===== src/rtl/tdm_frame_ctrl.sv =====
// TDM frame scheduler: grants N_CH bit-serial requesters one two-cycle slot per frame.
// Optional sync preamble ahead of each frame is enabled with `define TDM_FRAME_SYNC_EN.
module tdm_frame_ctrl #(
  parameter int unsigned         N_CH      = 2,
  parameter int unsigned         SYNC_LEN  = 4,
  parameter logic [SYNC_LEN-1:0] SYNC_WORD = 4'b1110,
  parameter logic                IDLE_BIT  = 1'b0
) (
  input  logic                      clk,
  input  logic                      rst,
  input  logic                      en,
  input  logic [N_CH-1:0]           ch_valid,
  input  logic [N_CH-1:0]           ch_data,
  output logic [N_CH-1:0]           ch_ready,
  output logic [N_CH-1:0]           ch_miss,
  output logic                      enc_bit,
  output logic                      enc_phase,
  output logic                      enc_act,
  output logic [$clog2(N_CH)-1:0]   slot,
  output logic                      in_sync,
  output logic                      frame_start
);
  localparam int unsigned CW = 3;
  localparam int unsigned SW = $clog2(N_CH);

  typedef enum logic [1:0] {IDLE, START, SYNC, DATA} state_e;

  state_e          state_q, state_d;
  logic            phase_q, phase_d;
  logic [CW-1:0]   cnt_q, cnt_d;
  logic [N_CH-1:0] ready_q, ready_d, miss_q, miss_d;
  logic            bit_q, bit_d, act_q, act_d, sync_q, sync_d, fs_q, fs_d;
  logic [SW-1:0]   slot_q, slot_d;

  always_ff @(posedge clk or negedge rst) begin
    if (!rst) begin
      state_q <= IDLE;
      phase_q <= 1'b0;
      cnt_q   <= '0;
      ready_q <= '0;
      miss_q  <= '0;
      bit_q   <= 1'b0;
      act_q   <= 1'b0;
      sync_q  <= 1'b0;
      fs_q    <= 1'b0;
      slot_q  <= '0;
    end else begin
      state_q <= state_d;
      phase_q <= phase_d;
      cnt_q   <= cnt_d;
      ready_q <= ready_d;
      miss_q  <= miss_d;
      bit_q   <= bit_d;
      act_q   <= act_d;
      sync_q  <= sync_d;
      fs_q    <= fs_d;
      slot_q  <= slot_d;
    end
  end

  always_comb begin
    state_d = state_q;
    phase_d = phase_q;
    cnt_d   = cnt_q;
    case (state_q)
      IDLE: if (en) state_d = START;
      START: begin
        phase_d = 1'b0;
        cnt_d   = '0;
`ifdef TDM_FRAME_SYNC_EN
        state_d = SYNC;
`else
        state_d = DATA;
`endif
      end
`ifdef TDM_FRAME_SYNC_EN
      SYNC: begin
        phase_d = ~phase_q;
        if (phase_q) begin
          if (cnt_q == CW'(SYNC_LEN - 1)) begin
            state_d = DATA;
            cnt_d   = '0;
          end else begin
            cnt_d = cnt_q + 1'b1;
          end
        end
      end
`endif
      DATA: begin
        phase_d = ~phase_q;
        if (phase_q) begin
          if (cnt_q == CW'(N_CH - 1)) begin
            cnt_d = '0;
            // Back-to-back frames skip START; the frame always runs to its end.
`ifdef TDM_FRAME_SYNC_EN
            state_d = en ? SYNC : IDLE;
`else
            state_d = en ? DATA : IDLE;
`endif
          end else begin
            cnt_d = cnt_q + 1'b1;
          end
        end
      end
      default: state_d = IDLE;
    endcase
  end

  // Outputs are computed from the next state so every port comes straight off a flop.
  always_comb begin
    ready_d = '0;
    miss_d  = '0;
    bit_d   = bit_q;
    act_d   = (state_d == SYNC) || (state_d == DATA);
    slot_d  = '0;
    sync_d  = 1'b0;
    fs_d    = 1'b0;
    if (state_d == DATA) slot_d = cnt_d[SW-1:0];
`ifdef TDM_FRAME_SYNC_EN
    sync_d     = (state_d == SYNC);
    fs_d       = (state_d == SYNC) && (cnt_d == '0) && !phase_d;
    ready_d[0] = (state_d == SYNC) && (cnt_d == CW'(SYNC_LEN - 1)) && phase_d;
    if ((state_d == SYNC) && !phase_d) begin
      for (int unsigned k = 0; k < SYNC_LEN; k++) begin
        if (cnt_d == CW'(k)) bit_d = SYNC_WORD[SYNC_LEN-1-k];
      end
    end
`else
    fs_d       = (state_d == DATA) && (cnt_d == '0) && !phase_d;
    ready_d[0] = (state_d == START) ||
                 ((state_d == DATA) && (cnt_d == CW'(N_CH - 1)) && phase_d);
`endif
    for (int unsigned i = 1; i < N_CH; i++) begin
      ready_d[i] = (state_d == DATA) && (cnt_d == CW'(i - 1)) && phase_d;
    end
    if (state_d == DATA) begin
      for (int unsigned i = 0; i < N_CH; i++) begin
        if (ready_q[i]) begin
          bit_d     = ch_valid[i] ? ch_data[i] : IDLE_BIT;
          miss_d[i] = !ch_valid[i];
        end
      end
    end
    if (!act_d) bit_d = 1'b0;
  end

  assign ch_ready    = ready_q;
  assign ch_miss     = miss_q;
  assign enc_bit     = bit_q;
  assign enc_phase   = phase_q;
  assign enc_act     = act_q;
  assign slot        = slot_q;
  assign in_sync     = sync_q;
  assign frame_start = fs_q;
endmodule

===== config.mk =====
export PLATFORM = sky130hd
export DESIGN_NAME = tdm_frame_ctrl
export DESIGN_NICKNAME = d
export VERILOG_FILES = /design/src/rtl/tdm_frame_ctrl.sv
export SDC_FILE = /design/constraint.sdc
export NUM_CORES = 1
export LEC_CHECK = 0
export ABC_AREA = 0
export CAP_MARGIN = 40
export CELL_PAD_IN_SITES_DETAIL_PLACEMENT = 1
export CELL_PAD_IN_SITES_GLOBAL_PLACEMENT = 2
export CORE_MARGIN = 2
export CORE_UTILIZATION = 30
export DETAILED_ROUTE_END_ITERATION = 12
export GPL_ROUTABILITY_DRIVEN = 0
export HOLD_SLACK_MARGIN = 0.1
export PLACE_DENSITY = 0.77
export SLEW_MARGIN = 20
export SYNTH_ARGS = -nofsm -noshare
export SYNTH_HDL_FRONTEND = slang
export SYNTH_SLANG_ARGS = --single-unit
export TNS_END_PERCENT = 10

===== constraint.sdc =====
create_clock -name clk -period 3.2 [get_ports clk]
set_clock_uncertainty 0.2 [all_clocks]
set_input_delay 0.64 -clock clk [delete_from_list [all_inputs] [get_ports clk]]
set_output_delay 0.64 -clock clk [all_outputs]
set_load 0.05 [all_outputs]

==> results of run 1 <==
## power groups by stage
stage / Clock, mW / Sequential [mW] / Combinational [mW]
4_1_cts: 0.0993 / 0.301 / 0.399
2_1_floorplan: 0 / 0.414 / 0.172
3_3_place_gp: 0 / 0.305 / 0.397
5_1_grt: 0.107 / 0.312 / 0.427
6_report: 0.0929 / 0.300 / 0.394
3_5_place_dp: 0 / 0.305 / 0.397
## flip-flops by register name, indices dropped and copies added (netlist names)
register     flops
enc_phase        1
state_q          2
ch_miss          2
cnt_q            3
enc_bit          1
enc_act          1
frame_start      1
ch_ready         2
slot             1
## final timing paths
kind	start	to	slack, ns	cells past startpoint
min in group asynchronous	rst	enc_bit	0.55	1
worst min-delay path	ch_ready[0]	ch_miss[0]	0.38	1
worst max-delay path	enc_phase	enc_phase	0.75	1
worst max register to register	enc_phase	ch_miss[0]	1.69	3
max in group asynchronous	rst	ch_ready[1]	1.86	1
worst min register to register	ch_ready[0]	ch_miss[0]	0.38	1
## metal layers
metal / global-route usage / vias up / share of wire
li1: - / 237 / -
met1: 0.150 / 218 / 0.48
met2: 0.160 / 10 / 0.45
met3: 0.0565 / 2 / 0.053
met4: 0.0417 / 0 / 0.011
met5: 0 / - / 0
## cell usage after synthesis (2+ instances only)
library cell,number
a21o_1,2
dfrtp_1,14
a21oi_1,2
inv_1,8
buf_4,3
o21ai_0,2
nand2b_1,2
nor3b_1,2
mux2i_1,2
o22ai_1,3
nand2_1,3
nand3_1,5
## final cells by class
type / count / area, µm² / share of cell area
Clock buffer: 3 / 22.5 / 0.0273
Inverter: 8 / 30.0 / 0.0364
Multi-Input combinational cell: 35 / 238 / 0.288
Sequential cell: 14 / 350 / 0.425
Tap cell: 27 / 33.8 / 0.0410
Timing Repair Buffer: 15 / 150 / 0.182
## logic make-up after synthesis
kind of cell,count (synthesis)
multiplexers,2
AND/OR/NAND/NOR,18
AO/OA/AOI/OAI,13
XOR/XNOR,1
other,1
flip-flops,14
buffers and inverters,11
## per-stage QoR
step	utilization	area [µm²]	worst slack (ns)	std cells	power [mW]
finish	0.416	825	0.752	102	0.787
global route	0.416	825	0.675	102	0.846
CTS	0.416	825	0.734	102	0.799
detailed placement	0.405	802	1.03	99	0.702
global placement	0.405	802	1.06	99	0.702
floorplan	-	641	1.53	60	0.586
==> impl_metrics.toml, run 1 <==
[timing]
max-slew-margin-rel = 0.594
max_freq_mhz = 409
rsz0062_at_grt = "no"
fin_tns_setup_ns = 0
period_needed_ns = 2.45
hold-worst-slack_ns = 0.377
tightestPinTransition_ns = 0.606
finalCritPeriodShare = 0.765
finalSetupViolations = 0
hold_viol = 0
maxSlewViolCount = 0

[global_routing]
grt_first_pass_wirelength_um = 2100
grt_usage = 0.114
overflow = 0
antenna_found_initial = 0
grt_pass1_vias = 453
grt_max_degree = 15

[setup_path]
cp-start-kind = "flop"
crit_chain = "clkdlybuf4s50_1"
crit_fanout = 9
slowest_stage = "clkdlybuf4s50_1"
path_buf_inv = 1
critPathKind = "flop to output port"
cp_slowest_stage_delay_ns = 0.85
required_ns = 2.36
cpLargestDelayFamily = "buffers and inverters"
critPathCaptureType = "output port"
worstPathArrival_ns = 1.61

[run_status]
status = "finished clean"

[pwr]
share_comb_of_total_power = 0.500
ir_worst_vdd_mv = 0.334
netSwitchingPower_mw = 0.366
seqPwrFrac = 0.382
sw_frac_of_total = 0.465
power_density_nw_per_um2 = 954
internal_power_mw = 0.421
clkPwrFrac = 0.118
p_leak_nw = 0.362

[synth]
syn_area_um2 = 641
synth_adder_area_share = 0
synth_compound_area_frac = 0.158
avgSynthCellArea_um2 = 10.7
syn_inst = 60
synth_seq_cells = 14
syn_nets = 67
synth-main-ff-cell = "dfrtp_1"
ys_warn_count = 0
synth_xor_area_frac = 0.0137
synth-simple-area-share = 0.162
yosys.area.top_type = "dfrtp_1"
yosysSeqAreaShare = 0.547
synth_cell_types = 24
synth.mux.area_fraction = 0.0313
yosysTopAreaCellShare = 0.547
synth-edff-count = 0
synth_async_sr_flop_share = 1.00
synth_top_family_by_area = "simple AND/OR/NAND/NOR gates"
synthTopCellsByArea = "dfrtp_1 (55%), inv_1 (4.7%), nand3_1 (3.9%)"

[route]
avgRoutedWirePerCell_um = 11.9
first_pass_iters = 4
viasPerCell = 4.58
final_antenna_net_count = 0
num_vias = 467
drt_iter0_drc = 3
routed_wl_um = 1210
route.detailed.drc = 0

[clocking]
clkTransAtPathRegs_ns = 0.07
post_cts_buffers = 0
h-tree-depth = 1
cts_buffer_depth = 2
cts_inserted_buffers = 3
cts_hold_buf = 0
root_buffer = "clkbuf_4"
clock_sinks = 14
post_cts_resized = 0
cts_tree = "yes"
insertion_delay_ns = 0.27

[place]
io_buffer_count = 15
dp_hpwl_um = 910

[job]
drv_cap = 0

[finish]
final_common_cell = "clkdlybuf4s50_1"
syn2layout_area_growth_pct = 28.7
drive_above_1_share = 0.0667
antennaDiodeCount = 0
fin_nets = 84
n_fill_cell = 230
most-common-layout-cells = "clkdlybuf4s50_1 (15), dfrtp_1 (14), inv_1 (8), nand3_1 (5)"

[floorplanning]
ioPinCount = 17
fp.dieH_um = 50.2
fp.coreArea_um2 = 1980
die_area_um2 = 2520
floorplan.initialDensity = 0.323
die_x_um = 50.2
rows = 16

[hold_path]
hold_class = "flop to flop"
(Power assumes the default switching activity.)
==> run 2: changes to the inputs <==
CORE_UTILIZATION = 28   (was 30)
PLACE_DENSITY = 0.73   (was 0.77)
clock period = 2.3 ns   (was 3.2 ns; I/O delays follow)
==> run 2 against run 1 <==
  * First-iteration DRC count unchanged
  * Cell area up 1.5%
  * Combinational power rose by 38%
  * Sequential cell count is the same
  * Largest cell class unchanged
  * Highest routed layer is now met3
==> impl_metrics.toml, run 2 (synthesized netlist as in run 1, its figures left out) <==
[finish]
most-common-layout-cells = "dfrtp_1 (14), clkdlybuf4s50_1 (14), inv_1 (8), nand3_1 (5)"
antennaDiodeCount = 0
drive_above_1_share = 0.0921
fin_nets = 84
largest_reg_flops = 3
design_area_um2 = 837
regMostFlops = "cnt_q"
utilization = 0.382
syn2layout_area_growth_pct = 30.7
final_cells = 104

[pwr]
p_total_mw = 1.14
ir_worst_vdd_mv = 0.507
p_leak_nw = 0.370
power_density_nw_per_um2 = 1360

[global_routing]
grt_busiest_layer = "met2"
overflow = 0
grt_max_degree = 15
grt_usage = 0.117
met2_usage = 0.190
grt_first_pass_wirelength_um = 2270
grt_util_met3 = 0.0316
antenna_found_initial = 0
grt_pass1_vias = 501
grt.met1_usage = 0.144

[clocking]
post_cts_resized = 0
insertion_delay_ns = 0.27
cts_hold_buf = 0
clkTransAtPathRegs_ns = 0.09
cts_inserted_buffers = 3
clock_sinks = 14
h-tree-depth = 1
post_cts_buffers = 0
root_buffer = "clkbuf_4"
cts_buffer_depth = 2
cts_tree = "yes"

[place]
dp_cells = 100
io_buffer_count = 15
dp_hpwl_um = 991
post-place-ws_ns = 0.406
placed_cell_area_um2 = 801

[setup_path]
path_buf_inv = 1
slowest_stage = "clkdlybuf4s50_1"
critPathCapture = "ch_ready[1]"
crit_fanout = 4
cp_slowest_stage_delay_ns = 0.81
regToRegSetupSlack_ns = 0.75
cp-start-kind = "flop"
required_ns = 1.64
rr_worst_depth = 3
worstSetupStartpoint = "ch_ready[1]"
r2r-start = "state_q[0]"
cpLargestDelayFamily = "buffers and inverters"
critPathCaptureType = "output port"
crit_chain = "clkdlybuf4s50_1"
critPathKind = "flop to output port"
cp.depth = 1
worstPathArrival_ns = 1.47
rr_endpoint = "frame_start"

[hold_path]
hold_class = "primary input to async pin"

[route]
drt_iter0_drc = 3
final_antenna_net_count = 0
num_vias = 484
viasPerCell = 4.65
first_pass_iters = 3
avgRoutedWirePerCell_um = 12.3
routed_wl_um = 1280
route.detailed.drc = 0

[floorplanning]
die_x_um = 51.8
die_area_um2 = 2690
ioPinCount = 17
floorplan.initialDensity = 0.292
fp.coreArea_um2 = 2190
rows = 17
fp.dieH_um = 51.8

[run_status]
status = "finished clean"

[timing]
max-slew-margin-rel = 0.587
finalSetupViolations = 0
hold-worst-slack_ns = 0.366
max_freq_mhz = 469
layout_setup_ws_ns = 0.168
hold_viol = 0
period_needed_ns = 2.13
maxSlewViolCount = 0
rsz0062_at_grt = "no"
tightestPinTransition_ns = 0.617
fin_tns_setup_ns = 0
finalCritPeriodShare = 0.927

[job]
drv_cap = 0
## run 2: worst reg2reg max path: stages, from the launching register on
cell     delay (ns)
dfrtp_1        0.62
o21ai_0        0.17
a32oi_1        0.31
a21oi_1        0.12
## run 2: layout make-up
cell class,count,area [µm²]
fillers,253,1350
flip-flops and latches,14,350
multi-input cells,35,238
repair buffers,15,148
clock buffers,4,36.3
well taps,28,35.0
inverters,8,30.0
## run 2: power by group
part           internal [mW]  switching (mW)
Combinational          0.195           0.350
Clock                 0.0961          0.0765
Sequential             0.327          0.0930
## run 2: how the worst min path moves through the flow
stage	end	cells past startpoint
6_report	cnt_q[1]	1
5_1_grt	ch_miss[1]	1
4_1_cts	enc_bit	2
3_5_place_dp	enc_bit	2
3_3_place_gp	enc_bit	2
2_1_floorplan	ch_miss[0]	0
## run 2: metal layers
layer  part of all wire  wire (µm)
met3              0.063         80
met4                  0          0
met5                  0          0
met2               0.50        638
met1               0.44        561
==> run 3: changes to the inputs <==
CORE_MARGIN = unset   (was 2)
==> run 3 against run 2 <==
  * Critical path depth is the same
  * Combinational power is essentially flat
  * Global-route usage up 0.59 points
  * First-iteration DRC count shrank 33%
  * Fmax decreased by 0.69%
  * Setup slack got worse by 0.015 ns
  * Via count is 1.4% lower
  * Critical path type unchanged
  * Critical endpoint unchanged
  * Largest cell class unchanged
  * Largest power group unchanged
==> impl_metrics.toml, run 3 (synthesized netlist as in run 1, its figures left out) <==
[route]
first_pass_iters = 2
routed_wl_um = 1300
route.detailed.drc = 0
final_antenna_net_count = 0
num_vias = 477
drt_iter0_drc = 2
viasPerCell = 4.63
avgRoutedWirePerCell_um = 12.6

[setup_path]
cpLargestDelayFamily = "buffers and inverters"
required_ns = 1.64
critPathKind = "flop to output port"
path_buf_inv = 1
cp_slowest_stage_delay_ns = 0.81
worstSetupStartpoint = "ch_ready[1]"
cp-start-kind = "flop"
rr_worst_depth = 3
slowest_stage = "clkdlybuf4s50_1"
rr_endpoint = "frame_start"
crit_fanout = 4
critPathCaptureType = "output port"
crit_chain = "clkdlybuf4s50_1"
r2r-start = "state_q[0]"
worstPathArrival_ns = 1.49
regToRegSetupSlack_ns = 0.70

[place]
dp_cells = 99
dp_hpwl_um = 972
placed_cell_area_um2 = 800
io_buffer_count = 15
post-place-ws_ns = 0.380

[timing]
period_needed_ns = 2.15
rsz0062_at_grt = "no"
hold_viol = 0
finalCritPeriodShare = 0.933
layout_setup_ws_ns = 0.153
finalSetupViolations = 0
max_freq_mhz = 466
fin_tns_setup_ns = 0
hold-worst-slack_ns = 0.356
max-slew-margin-rel = 0.587
maxSlewViolCount = 0
tightestPinTransition_ns = 0.617

[finish]
utilization = 0.405
antennaDiodeCount = 0
most-common-layout-cells = "dfrtp_1 (14), clkdlybuf4s50_1 (14), inv_1 (8), nand3_1 (5)"
fin_nets = 84
largest_reg_flops = 3
design_area_um2 = 836
final_cells = 103
syn2layout_area_growth_pct = 30.5
n_fill_cell = 240
regMostFlops = "cnt_q"
drive_above_1_share = 0.0921

[pwr]
clkPwrFrac = 0.155
internal_power_mw = 0.618
sw_frac_of_total = 0.462
netSwitchingPower_mw = 0.531
p_total_mw = 1.15
p_leak_nw = 0.370
seqPwrFrac = 0.368
ir_worst_vdd_mv = 0.532
power_density_nw_per_um2 = 1370
share_comb_of_total_power = 0.477

[floorplanning]
floorplan.initialDensity = 0.311
fp.dieH_um = 49.8
die_x_um = 49.8
ioPinCount = 17
die_area_um2 = 2480
fp.coreArea_um2 = 2060
rows = 16

[clocking]
clkTransAtPathRegs_ns = 0.09
post_cts_buffers = 0
cts_tree = "yes"
cts_buffer_depth = 2
h-tree-depth = 1
cts_hold_buf = 0
insertion_delay_ns = 0.28
post_cts_resized = 0
clock_sinks = 14
cts_inserted_buffers = 3
root_buffer = "clkbuf_4"

[global_routing]
grt_max_degree = 15
grt_pass1_vias = 502
antenna_found_initial = 0
grt_first_pass_wirelength_um = 2260
overflow = 0
grt_usage = 0.123

[job]
drv_cap = 0

[run_status]
status = "finished clean"

[hold_path]
hold_class = "primary input to async pin"
-- run 3: cell counts in the layout (fill, tap and decap cells not counted) --
Identical to the previous run, type by type.
-- run 3: routing by layer --
metal / GRT usage / wire, µm / vias up
li1: - / - / 235
met1: 0.163 / 649 / 233
met2: 0.182 / 608 / 9
met3: 0.0463 / 40 / 0
met4: 0.0429 / 0 / 0
met5: 0 / 0 / -
-- run 3: power groups by stage --
stage	clock (mW)	sequential [mW]	combinational (mW)
floorplan	0	0.575	0.240
global route	0.193	0.440	0.586
CTS	0.188	0.424	0.554
detailed placement	0	0.430	0.552
finish	0.178	0.423	0.548
global placement	0	0.429	0.549
-- run 3: worst register-to-register path: stages (launching register included) --
cell	delay, ns
dfrtp_1	0.63
o21ai_0	0.21
a32oi_1	0.31
a21oi_1	0.12
-- run 3: cell type report --
cell class                 instances  area, µm²  share of cell area
tap                               27       33.8              0.0404
clock buffer                       4       36.3              0.0434
sequential                        14        350               0.419
inverter                           8       30.0              0.0359
timing repair buffer              15        148               0.177
multi-input combinational         35        238               0.284
-- run 3: worst max-delay path by stage --
stage / endpoint / slack, ns / depth (start not counted)
2_1_floorplan: frame_start / 0.63 / 4
3_3_place_gp: ch_miss[1] / 0.40 / 4
3_5_place_dp: ch_miss[1] / 0.38 / 4
4_1_cts: ch_ready[1] / 0.13 / 1
5_1_grt: ch_ready[0] / 0.09 / 1
6_report: ch_ready[1] / 0.15 / 1
